## config.mk

```make
export PLATFORM = sky130hd
export DESIGN_NAME = parametric_register_file
export DESIGN_NICKNAME = d
export VERILOG_FILES = /design/src/rtl/parametric_register_file.sv
export SDC_FILE = /design/constraint.sdc
export NUM_CORES = 1
export LEC_CHECK = 0
export CORE_UTILIZATION = 62
export DETAILED_ROUTE_END_ITERATION = 8
export GPL_TIMING_DRIVEN = 0
export PLACE_DENSITY = 0.86
export SLEW_MARGIN = 20
export SYNTH_ARGS = -nofsm -noshare
export SYNTH_HDL_FRONTEND = slang
export SYNTH_SLANG_ARGS = --single-unit
```

## constraint.sdc

```tcl
create_clock -name clk -period 3.95 [get_ports clk]
set_input_delay 0.79 -clock clk [delete_from_list [all_inputs] [get_ports clk]]
set_output_delay 0.79 -clock clk [all_outputs]
set_load 0.05 [all_outputs]
```

## src/rtl/parametric_register_file.sv

```systemverilog
// Two-read/one-write register file with hardwired zero register, optional
// write-to-read forwarding and a sequential clear engine that zeroes the array.
module parametric_register_file #(
    parameter int DATA_WIDTH = 32,
    parameter int ADDR_WIDTH = 5,
    parameter bit BYPASS     = 1'b1
) (
    input  logic                  clk,
    input  logic                  rst,
    input  logic [ADDR_WIDTH-1:0] rsAddress,
    input  logic [ADDR_WIDTH-1:0] rtAddress,
    input  logic [ADDR_WIDTH-1:0] writeAddress,
    input  logic                  registerRead,
    input  logic                  registerWrite,
    input  logic [DATA_WIDTH-1:0] writeData,
    input  logic                  clearRequest,
    output logic [DATA_WIDTH-1:0] readValue0,
    output logic [DATA_WIDTH-1:0] readValue1,
    output logic                  busy
);

    localparam int DEPTH = 2 ** ADDR_WIDTH;
    localparam logic [ADDR_WIDTH-1:0] LAST_INDEX = {ADDR_WIDTH{1'b1}};
    localparam logic [ADDR_WIDTH-1:0] FIRST_INDEX = {{(ADDR_WIDTH-1){1'b0}}, 1'b1};

    typedef enum logic {
        IDLE,
        CLEAR
    } state_t;

    state_t                  state_reg;
    state_t                  state_next;
    logic [ADDR_WIDTH-1:0]   clear_index_reg;
    logic [ADDR_WIDTH-1:0]   clear_index_next;

    logic                    mem_we;
    logic [ADDR_WIDTH-1:0]   mem_addr;
    logic [DATA_WIDTH-1:0]   mem_data;
    logic [DATA_WIDTH-1:0]   registers [DEPTH];

    always_ff @(posedge clk) begin
        if (rst) begin
            state_reg       <= CLEAR;
            clear_index_reg <= FIRST_INDEX;
        end else begin
            state_reg       <= state_next;
            clear_index_reg <= clear_index_next;
        end
    end

    // The clear engine and the write port share the single array write port;
    // entry 0 is never cleared since it is masked to zero on every read.
    always_comb begin
        state_next       = state_reg;
        clear_index_next = clear_index_reg;
        mem_we           = 1'b0;
        mem_addr         = writeAddress;
        mem_data         = writeData;
        case (state_reg)
            CLEAR: begin
                mem_we   = 1'b1;
                mem_addr = clear_index_reg;
                mem_data = '0;
                if (clear_index_reg == LAST_INDEX) begin
                    state_next = IDLE;
                end else begin
                    clear_index_next = clear_index_reg + 1'b1;
                end
            end
            default: begin
                if (clearRequest) begin
                    state_next       = CLEAR;
                    clear_index_next = FIRST_INDEX;
                end else if (registerWrite && (writeAddress != '0)) begin
                    mem_we = 1'b1;
                end
            end
        endcase
    end

    always_ff @(posedge clk) begin
        if (!rst && mem_we) begin
            registers[mem_addr] <= mem_data;
        end
    end

    assign busy = (state_reg == CLEAR);

    logic [1:0][ADDR_WIDTH-1:0] rd_addr;
    logic [1:0][DATA_WIDTH-1:0] rd_data;

    assign rd_addr = {rtAddress, rsAddress};

    genvar gi;
    generate
        for (gi = 0; gi < 2; gi++) begin : g_read
            logic [DATA_WIDTH-1:0] value;
            always_comb begin
                value = '0;
                if (registerRead && !busy && (rd_addr[gi] != '0)) begin
                    if (BYPASS && registerWrite && (writeAddress == rd_addr[gi])) begin
                        value = writeData;
                    end else begin
                        value = registers[rd_addr[gi]];
                    end
                end
            end
            assign rd_data[gi] = value;
        end
    endgenerate

    assign readValue0 = rd_data[0];
    assign readValue1 = rd_data[1];

endmodule

```

==> impl_metrics.prom <==
# TYPE chip_impl_metric gauge
chip_impl_info{name="status",value="complete, but fails checks"} 1
chip_impl_info{name="violated_checks",value="design-rule violations, max-capacitance violations, max-slew violations, negative setup slack"} 1
chip_impl_info{name="slowest_stage",value="sky130_fd_sc_hd__clkbuf_1"} 1
chip_impl_info{name="timing.rr.end",value="registers[2][2]"} 1
chip_impl_metric{name="die_width",unit="µm"} 284
chip_impl_metric{name="antenna_found_initial",unit=""} 5
chip_impl_metric{name="syn_nets",unit=""} 2917
chip_impl_metric{name="multiInputGateArea",unit="mm²"} 0.0179
chip_impl_metric{name="clock-skew-final",unit="ns"} 0.0274
chip_impl_metric{name="clk_latency",unit="ns"} 0.68
chip_impl_metric{name="post-route-worst-setup-slack",unit="ns"} -0.206
chip_impl_info{name="yosysTopAreaCell",value="sky130_fd_sc_hd__edfxtp_1"} 1
chip_impl_metric{name="postCtsHoldBufs",unit=""} 0
chip_impl_metric{name="first_pass_iters",unit=""} 9
chip_impl_info{name="synth_top_flop_cell",value="sky130_fd_sc_hd__edfxtp_1"} 1
chip_impl_metric{name="postSynth.asyncResetShare",unit=""} 0
chip_impl_metric{name="worst_reg_to_reg_setup_slack",unit="ns"} 0.69
chip_impl_metric{name="synth_area_per_cell",unit="µm²"} 17.2
chip_impl_metric{name="synth-edff-count",unit=""} 1024
chip_impl_info{name="crit_end",value="readValue0[31]"} 1
chip_impl_metric{name="synthCells",unit=""} 2863
chip_impl_metric{name="drt-wirelength-per-cell",unit="µm"} 41.5
chip_impl_metric{name="power.density_cell_area",unit="mW/mm²"} 417
chip_impl_metric{name="fillCellCount",unit=""} 4381
chip_impl_metric{name="critical-path-max-stage-delay",unit="ns"} 1.22
chip_impl_info{name="r2r_start",value="busy"} 1
chip_impl_metric{name="finalNetCount",unit=""} 3194
chip_impl_metric{name="worstPathRequired",unit="ns"} 3.16
chip_impl_metric{name="power.static_leakage",unit="nW"} 19.1
chip_impl_metric{name="finalNonFillerCells",unit=""} 4268
chip_impl_metric{name="critPathArrivalTime",unit="ns"} 3.37
chip_impl_metric{name="wire_length_of_the_first_global_routing_pass",unit="mm"} 243
chip_impl_metric{name="crit_cells",unit=""} 6
chip_impl_info{name="synth.most_common_cell",value="sky130_fd_sc_hd__edfxtp_1"} 1
chip_impl_info{name="rsz0062_at_grt",value="true"} 1
chip_impl_metric{name="io_port_bufs",unit=""} 104
chip_impl_metric{name="placed_cells_incl_taps",unit=""} 4074
chip_impl_info{name="worstSetupStartpoint",value="rsAddress[3]"} 1
chip_impl_metric{name="maxSlewHeadroom",unit=""} -0.0770
chip_impl_metric{name="fmax",unit="GHz"} 0.241
chip_impl_metric{name="global_route.usage.met3",unit=""} 0.164
chip_impl_metric{name="min_period",unit="ns"} 4.16
chip_impl_info{name="setup.worst_path.class",value="in -> out"} 1
chip_impl_metric{name="final.hold.worst_slack",unit="ns"} 0.600
chip_impl_metric{name="postLayoutCoreUtil",unit=""} 0.739
chip_impl_metric{name="total_number_of_yosys_warnings",unit=""} 0
chip_impl_metric{name="ctsLongestPathBuffers",unit=""} 3
chip_impl_metric{name="vdd_ir_drop_max",unit="V"} 0.000392
chip_impl_metric{name="final_layout_size_suffix_gt1_frac",unit=""} 0.378
chip_impl_info{name="hold_path_class",value="reg -> reg"} 1
chip_impl_metric{name="critPathMaxFanout",unit=""} 10
chip_impl_metric{name="floorplan.initialDensity",unit=""} 0.630
chip_impl_metric{name="drt-total-wl",unit="mm"} 177
chip_impl_metric{name="dp_hpwl",unit="mm"} 121
chip_impl_metric{name="tritoncts_num_sinks",unit=""} 1030
chip_impl_metric{name="cts_max_level",unit=""} 3
chip_impl_metric{name="power",unit="mW"} 24.0
chip_impl_metric{name="tritoncts.num_buffers",unit=""} 103
chip_impl_metric{name="critical_path.n_buffers_inverters",unit=""} 3
chip_impl_metric{name="slew_viol_final",unit=""} 11
chip_impl_metric{name="drc",unit=""} 1
chip_impl_info{name="ctsRootBufferMaster",value="sky130_fd_sc_hd__clkbuf_16"} 1
chip_impl_metric{name="grt_pass1_vias",unit=""} 33496
chip_impl_info{name="yosys-top-cells-count",value="sky130_fd_sc_hd__edfxtp_1 (1024), sky130_fd_sc_hd__mux4_2 (357), sky130_fd_sc_hd__nand2_1 (225)"} 1
chip_impl_metric{name="core",unit="mm²"} 0.0780
chip_impl_metric{name="first_iter_violations",unit=""} 6599
chip_impl_metric{name="overflow",unit=""} 0
chip_impl_metric{name="finalCritPeriodShare",unit=""} 1.05
chip_impl_info{name="grt-busiest-layer",value="met2"} 1
chip_impl_metric{name="path_clk_slew",unit="ns"} 0.07
chip_impl_metric{name="ys_seq_elements",unit=""} 1030
chip_impl_info{name="cts_tree",value="done"} 1
chip_impl_metric{name="timing.final.hold_violations",unit=""} 0
chip_impl_info{name="cpMostUsedCell",value="sky130_fd_sc_hd__buf_2"} 1
chip_impl_metric{name="core.rowCount",unit=""} 102
chip_impl_metric{name="vias",unit=""} 34029
chip_impl_metric{name="synthToLayoutAreaGrowth",unit="%"} 17.2
chip_impl_metric{name="timing_worst_slew_pin_value",unit="ns"} 1.62
chip_impl_metric{name="globalRouteMet2Util",unit=""} 0.625
chip_impl_metric{name="largest_net_degree_at_the_start_of_global_routing",unit=""} 33
chip_impl_metric{name="flip_flop_and_latch_area",unit="mm²"} 0.0309
chip_impl_info{name="critPathLaunchType",value="input port"} 1
chip_impl_info{name="synth_area_leaders",value="sky130_fd_sc_hd__edfxtp_1 (63%), sky130_fd_sc_hd__mux4_2 (16%), sky130_fd_sc_hd__mux2_2 (5.0%)"} 1
chip_impl_metric{name="largest_register_ff_count",unit=""} 1024
chip_impl_metric{name="synth_top_cell_area_share",unit=""} 0.625
chip_impl_metric{name="die_height",unit="µm"} 284
chip_impl_info{name="critPathCaptureType",value="primary output"} 1
chip_impl_metric{name="worst-r2r-cell-count",unit=""} 5
chip_impl_metric{name="gp_congestion",unit=""} 1.03
chip_impl_metric{name="gr-usage-all-layers",unit=""} 0.437
chip_impl_metric{name="synth_area",unit="mm²"} 0.0492
chip_impl_metric{name="setup_viol",unit=""} 32
chip_impl_metric{name="drv.max_cap_violation_count",unit=""} 1
chip_impl_metric{name="use_met1",unit=""} 0.557
chip_impl_info{name="worstPathCellList",value="buf_2, clkbuf_1, o41ai_2, a21oi_1, o21ai_2, buf_2"} 1
chip_impl_metric{name="die_area",unit="mm²"} 0.0804
chip_impl_metric{name="drtAntennaViolNets",unit=""} 0
chip_impl_metric{name="synthDistinctLibCells",unit=""} 55
chip_impl_metric{name="detail_route.vias_per_cell",unit=""} 7.97
chip_impl_info{name="critical-path-top-delay-family",value="buffers and inverters"} 1
chip_impl_metric{name="synth_sequential_area_ratio",unit=""} 0.628
chip_impl_metric{name="design.portCount",unit=""} 117
[area by class of cell]
cell class | count | share of cell area
multi-input combinational | 1592 | 0.311
timing repair buffer | 177 | 0.0400
sequential | 1030 | 0.536
antenna | 6 | 0.000261
buffer | 232 | 0.0323
clock inverter | 53 | 0.00877
clock buffer | 134 | 0.0486
tap | 1040 | 0.0226
inverter | 4 | 0.000261
[worst register-to-register path, cell delays in order, from the launching register on]
cell and delay (ns):
sky130_fd_sc_hd__dfxtp_1 0.40, sky130_fd_sc_hd__clkbuf_1 0.37, sky130_fd_sc_hd__clkbuf_1 0.53, sky130_fd_sc_hd__clkbuf_1 0.99, sky130_fd_sc_hd__nor2b_2 0.42, sky130_fd_sc_hd__buf_8 0.29
[cell families (layout without fill, tap and decap cells)]
group           after synthesis  count (layout)  share of synthesized area
other cells                   0               6                          0
compound gates              402             402                     0.0597
xor+xnor                     10              10                    0.00193
flops                      1030            1030                      0.628
mux                         703             703                      0.240
simple gates                475             475                     0.0455
buf+inv                     241             600                     0.0250
fa+ha+maj                     2               2                   0.000509
[how the worst min path moves through the flow]
stage	start	end	cells after the start
floorplan	clear_index_reg[2]	clear_index_reg[2]	1
global placement	clear_index_reg[2]	clear_index_reg[2]	1
finish	clear_index_reg[2]	clear_index_reg[2]	1
detailed placement	clear_index_reg[2]	clear_index_reg[2]	1
global route	clear_index_reg[3]	clear_index_reg[3]	2
CTS	clear_index_reg[2]	clear_index_reg[2]	1
[per-layer routing]
metal	part of all wire	vias up	routed length, µm
li1	-	12475	-
met1	0.32	16850	56400
met2	0.43	3856	76000
met3	0.16	848	29000
met4	0.088	0	15600
met5	0	-	0
[per-stage QoR]
step	cell area [µm²]	setup WS, ns	TNS (ns)
floorplan	49200	0.157	0
global placement	51500	-2.31	-1928.51
detailed placement	53200	-1.67	-82.32
CTS	57300	-0.00452	-0.00858
global route	57600	-0.0801	-0.206
finish	57600	-0.206	-1.94
[layout by cell type (no fill, tap or decap), types with 46 or more instances in the layout]
master and count:
sky130_fd_sc_hd__clkbuf_1 46, sky130_fd_sc_hd__buf_4 67, sky130_fd_sc_hd__edfxtp_1 1024, sky130_fd_sc_hd__buf_2 54, sky130_fd_sc_hd__mux2_2 218, sky130_fd_sc_hd__o22ai_1 61
sky130_fd_sc_hd__mux4_2 357, sky130_fd_sc_hd__mux2i_1 124, sky130_fd_sc_hd__clkbuf_16 108, sky130_fd_sc_hd__buf_6 59, sky130_fd_sc_hd__nand2_1 224
[power by group]
part / leakage, nW / internal (mW) / switching [mW]
sequential: 9.56 / 11.9 / 0.0445
combinational: 7.89 / 0.852 / 1.37
clock: 1.62 / 5.62 / 4.19
[repair_timing]
item                                    4_1_cts  5_1_grt
endpoints found under the setup margin       64       60
hold endpoints to repair                      0        0
resized for setup                           542      129
pin swaps                                    21       22
setup buffers                                 5        1
gates cloned                                  0        0
Note: power is estimated with default switching activity, not from simulation.
==> patch, RTL diff (same flow settings) <==
Set the parameter `ADDR_WIDTH` to 4 (it was 5).
--- a/src/rtl/parametric_register_file.sv
+++ b/src/rtl/parametric_register_file.sv
@@ -2,7 +2,7 @@
 // write-to-read forwarding and a sequential clear engine that zeroes the array.
 module parametric_register_file #(
     parameter int DATA_WIDTH = 32,
-    parameter int ADDR_WIDTH = 5,
+    parameter int ADDR_WIDTH = 4,
     parameter bit BYPASS     = 1'b1
 ) (
     input  logic                  clk,
Interface: changed (resized rsAddress, rtAddress and writeAddress); port bits go from 117 to 114. No check against the original RTL was run, so the function may have changed too.
==> patch against the unedited design <==
- the flow finishes with violations (setup timing)
- area after synthesis shrank 51%
- total power is 51% lower
- sequential cell count shrank 513
- combinational power is 51% lower
- worst setup slack better by 190 ps
- final area is 51% lower
- worst hold slack worse by 7.5 ps
- wire length fell by 57%
- largest power group unchanged
==> patch: results (changes against the unedited design) <==
cells after synthesis 1250 (-56%); Final Setup Violations 2 (-94%); met1 usage in global routing 47.86% (-7.8 points); vias in the first global route 15970 (-52%); number of distinct library cells after synthesis 47 (-15%); Post-Route WL 75370 µm (-57%); met2 Track Usage GR 60.07% (-2.4 points); worst clock skew 17.10 ps (-10.28 ps); H-tree levels 2 (-1); Skew-Pair Late Insertion Delay 580 ps (-100 ps); crit-path max cell delay 500 ps (-720 ps); Placer Congestion 0.8864 (-14%); DP Wirelength 47190 µm (-61%); max reg flops 512 (-50%); Detailed Route Iter0 Violations 2640 (-60%); number of flops mapped to enable cells by yosys 512 (-50%); port bufs 108 (+3.8%); drt first pass iters 6 (-3); failing checks setup timing; share of cells above drive strength 1 34.97% (-2.8 points); NumNets Final 1480 (-54%); outcome finished, violations left; initial antenna violation count 0 (-5); first-pass GRT wire length 106200 µm (-56%); worst slew margin relative to its limit 19.68% (+27 points); Max VDD drop 0.3741 mV (-4.6%); pin count of the biggest net entering global routing 19 (-42%); diode count 0 (-6); Filler Cell Count 1997 (-54%); total track usage 38.64% (-5.1 points); Non-Filler Instances 1985 (-53%); via/cell ratio 8.066 (+1.2%); TritonCTS Buffers 50 (-51%); Worst Setup Slack, final -18.64 ps (+187.2 ps)
## patch: logic make-up (layout without fill, tap and decap cells)
| logic type | count (synthesis) | in the layout | share of synthesized area (%) |
|---|---|---|---|
| flip-flops | 517 | 517 | 63.69 |
| multiplexers | 259 | 259 | 24.12 |
| AO/OA/AOI/OAI | 209 | 209 | 6.221 |
| AND/OR/NAND/NOR | 145 | 145 | 2.853 |
| buffers and inverters | 109 | 326 | 2.704 |
| XOR/XNOR | 10 | 10 | 0.3605 |
| adder cells (fa/ha/maj) | 1 | 1 | 0.05149 |
## patch: worst paths after layout
| check | startpoint | depth (start not counted) | slack, ps | end |
|---|---|---|---|---|
| worst max register to register | busy | 5 | 580 | registers[12][13] |
| worst min register to register | clear_index_reg[2] | 2 | 590 | clear_index_reg[2] |
| worst max-delay path | rtAddress[2] | 8 | -20 | readValue1[26] |
| worst min-delay path | clear_index_reg[2] | 2 | 590 | clear_index_reg[2] |
## patch: tightest hold or removal path, stage by stage (launching register included)
cell	delay [ps]
dfxtp_1	370
a21oi_1	130
a311oi_1	50
## patch: power by group
part,internal [mW],leakage [nW],switching [mW]
logic,0.476,3.62,0.604
clock network,2.63,0.749,2.06
registers,6.05,4.81,0.0492
## patch: area by class of cell
type                       count  area (µm²)  area share [%]
sequential                   517       15470           54.48
multi-input combinational    624        8337           29.35
inverter                       4       15.01         0.05286
clock inverter                24       237.7          0.8369
clock buffer                  65        1328           4.674
tap                          518       648.1           2.282
buffer                       104       799.5           2.815
timing repair buffer         129        1565           5.511
## patch: routing by layer
layer	wire length, µm	vias to the layer above
li1	-	5813
met1	23210	7931
met3	11710	428
met2	35580	1840
met5	0	-
met4	4861	0
## patch: what timing repair did
item / in CTS / in global routing
resized for setup: 293 / 13
endpoints found under the setup margin: 64 / 41
pin swaps: 0 / 2
hold endpoints to repair: 0 / 0
setup buffers: 0 / 2
## patch: stage by stage
step                      setup TNS, ps  cell area, µm²
after floorplan                       0           24300
after global placement          -745790           26030
after detailed placement         -53240           26620
after CTS                        -38.76           28380
after global routing             -35.81           28400
final                            -33.35           28400
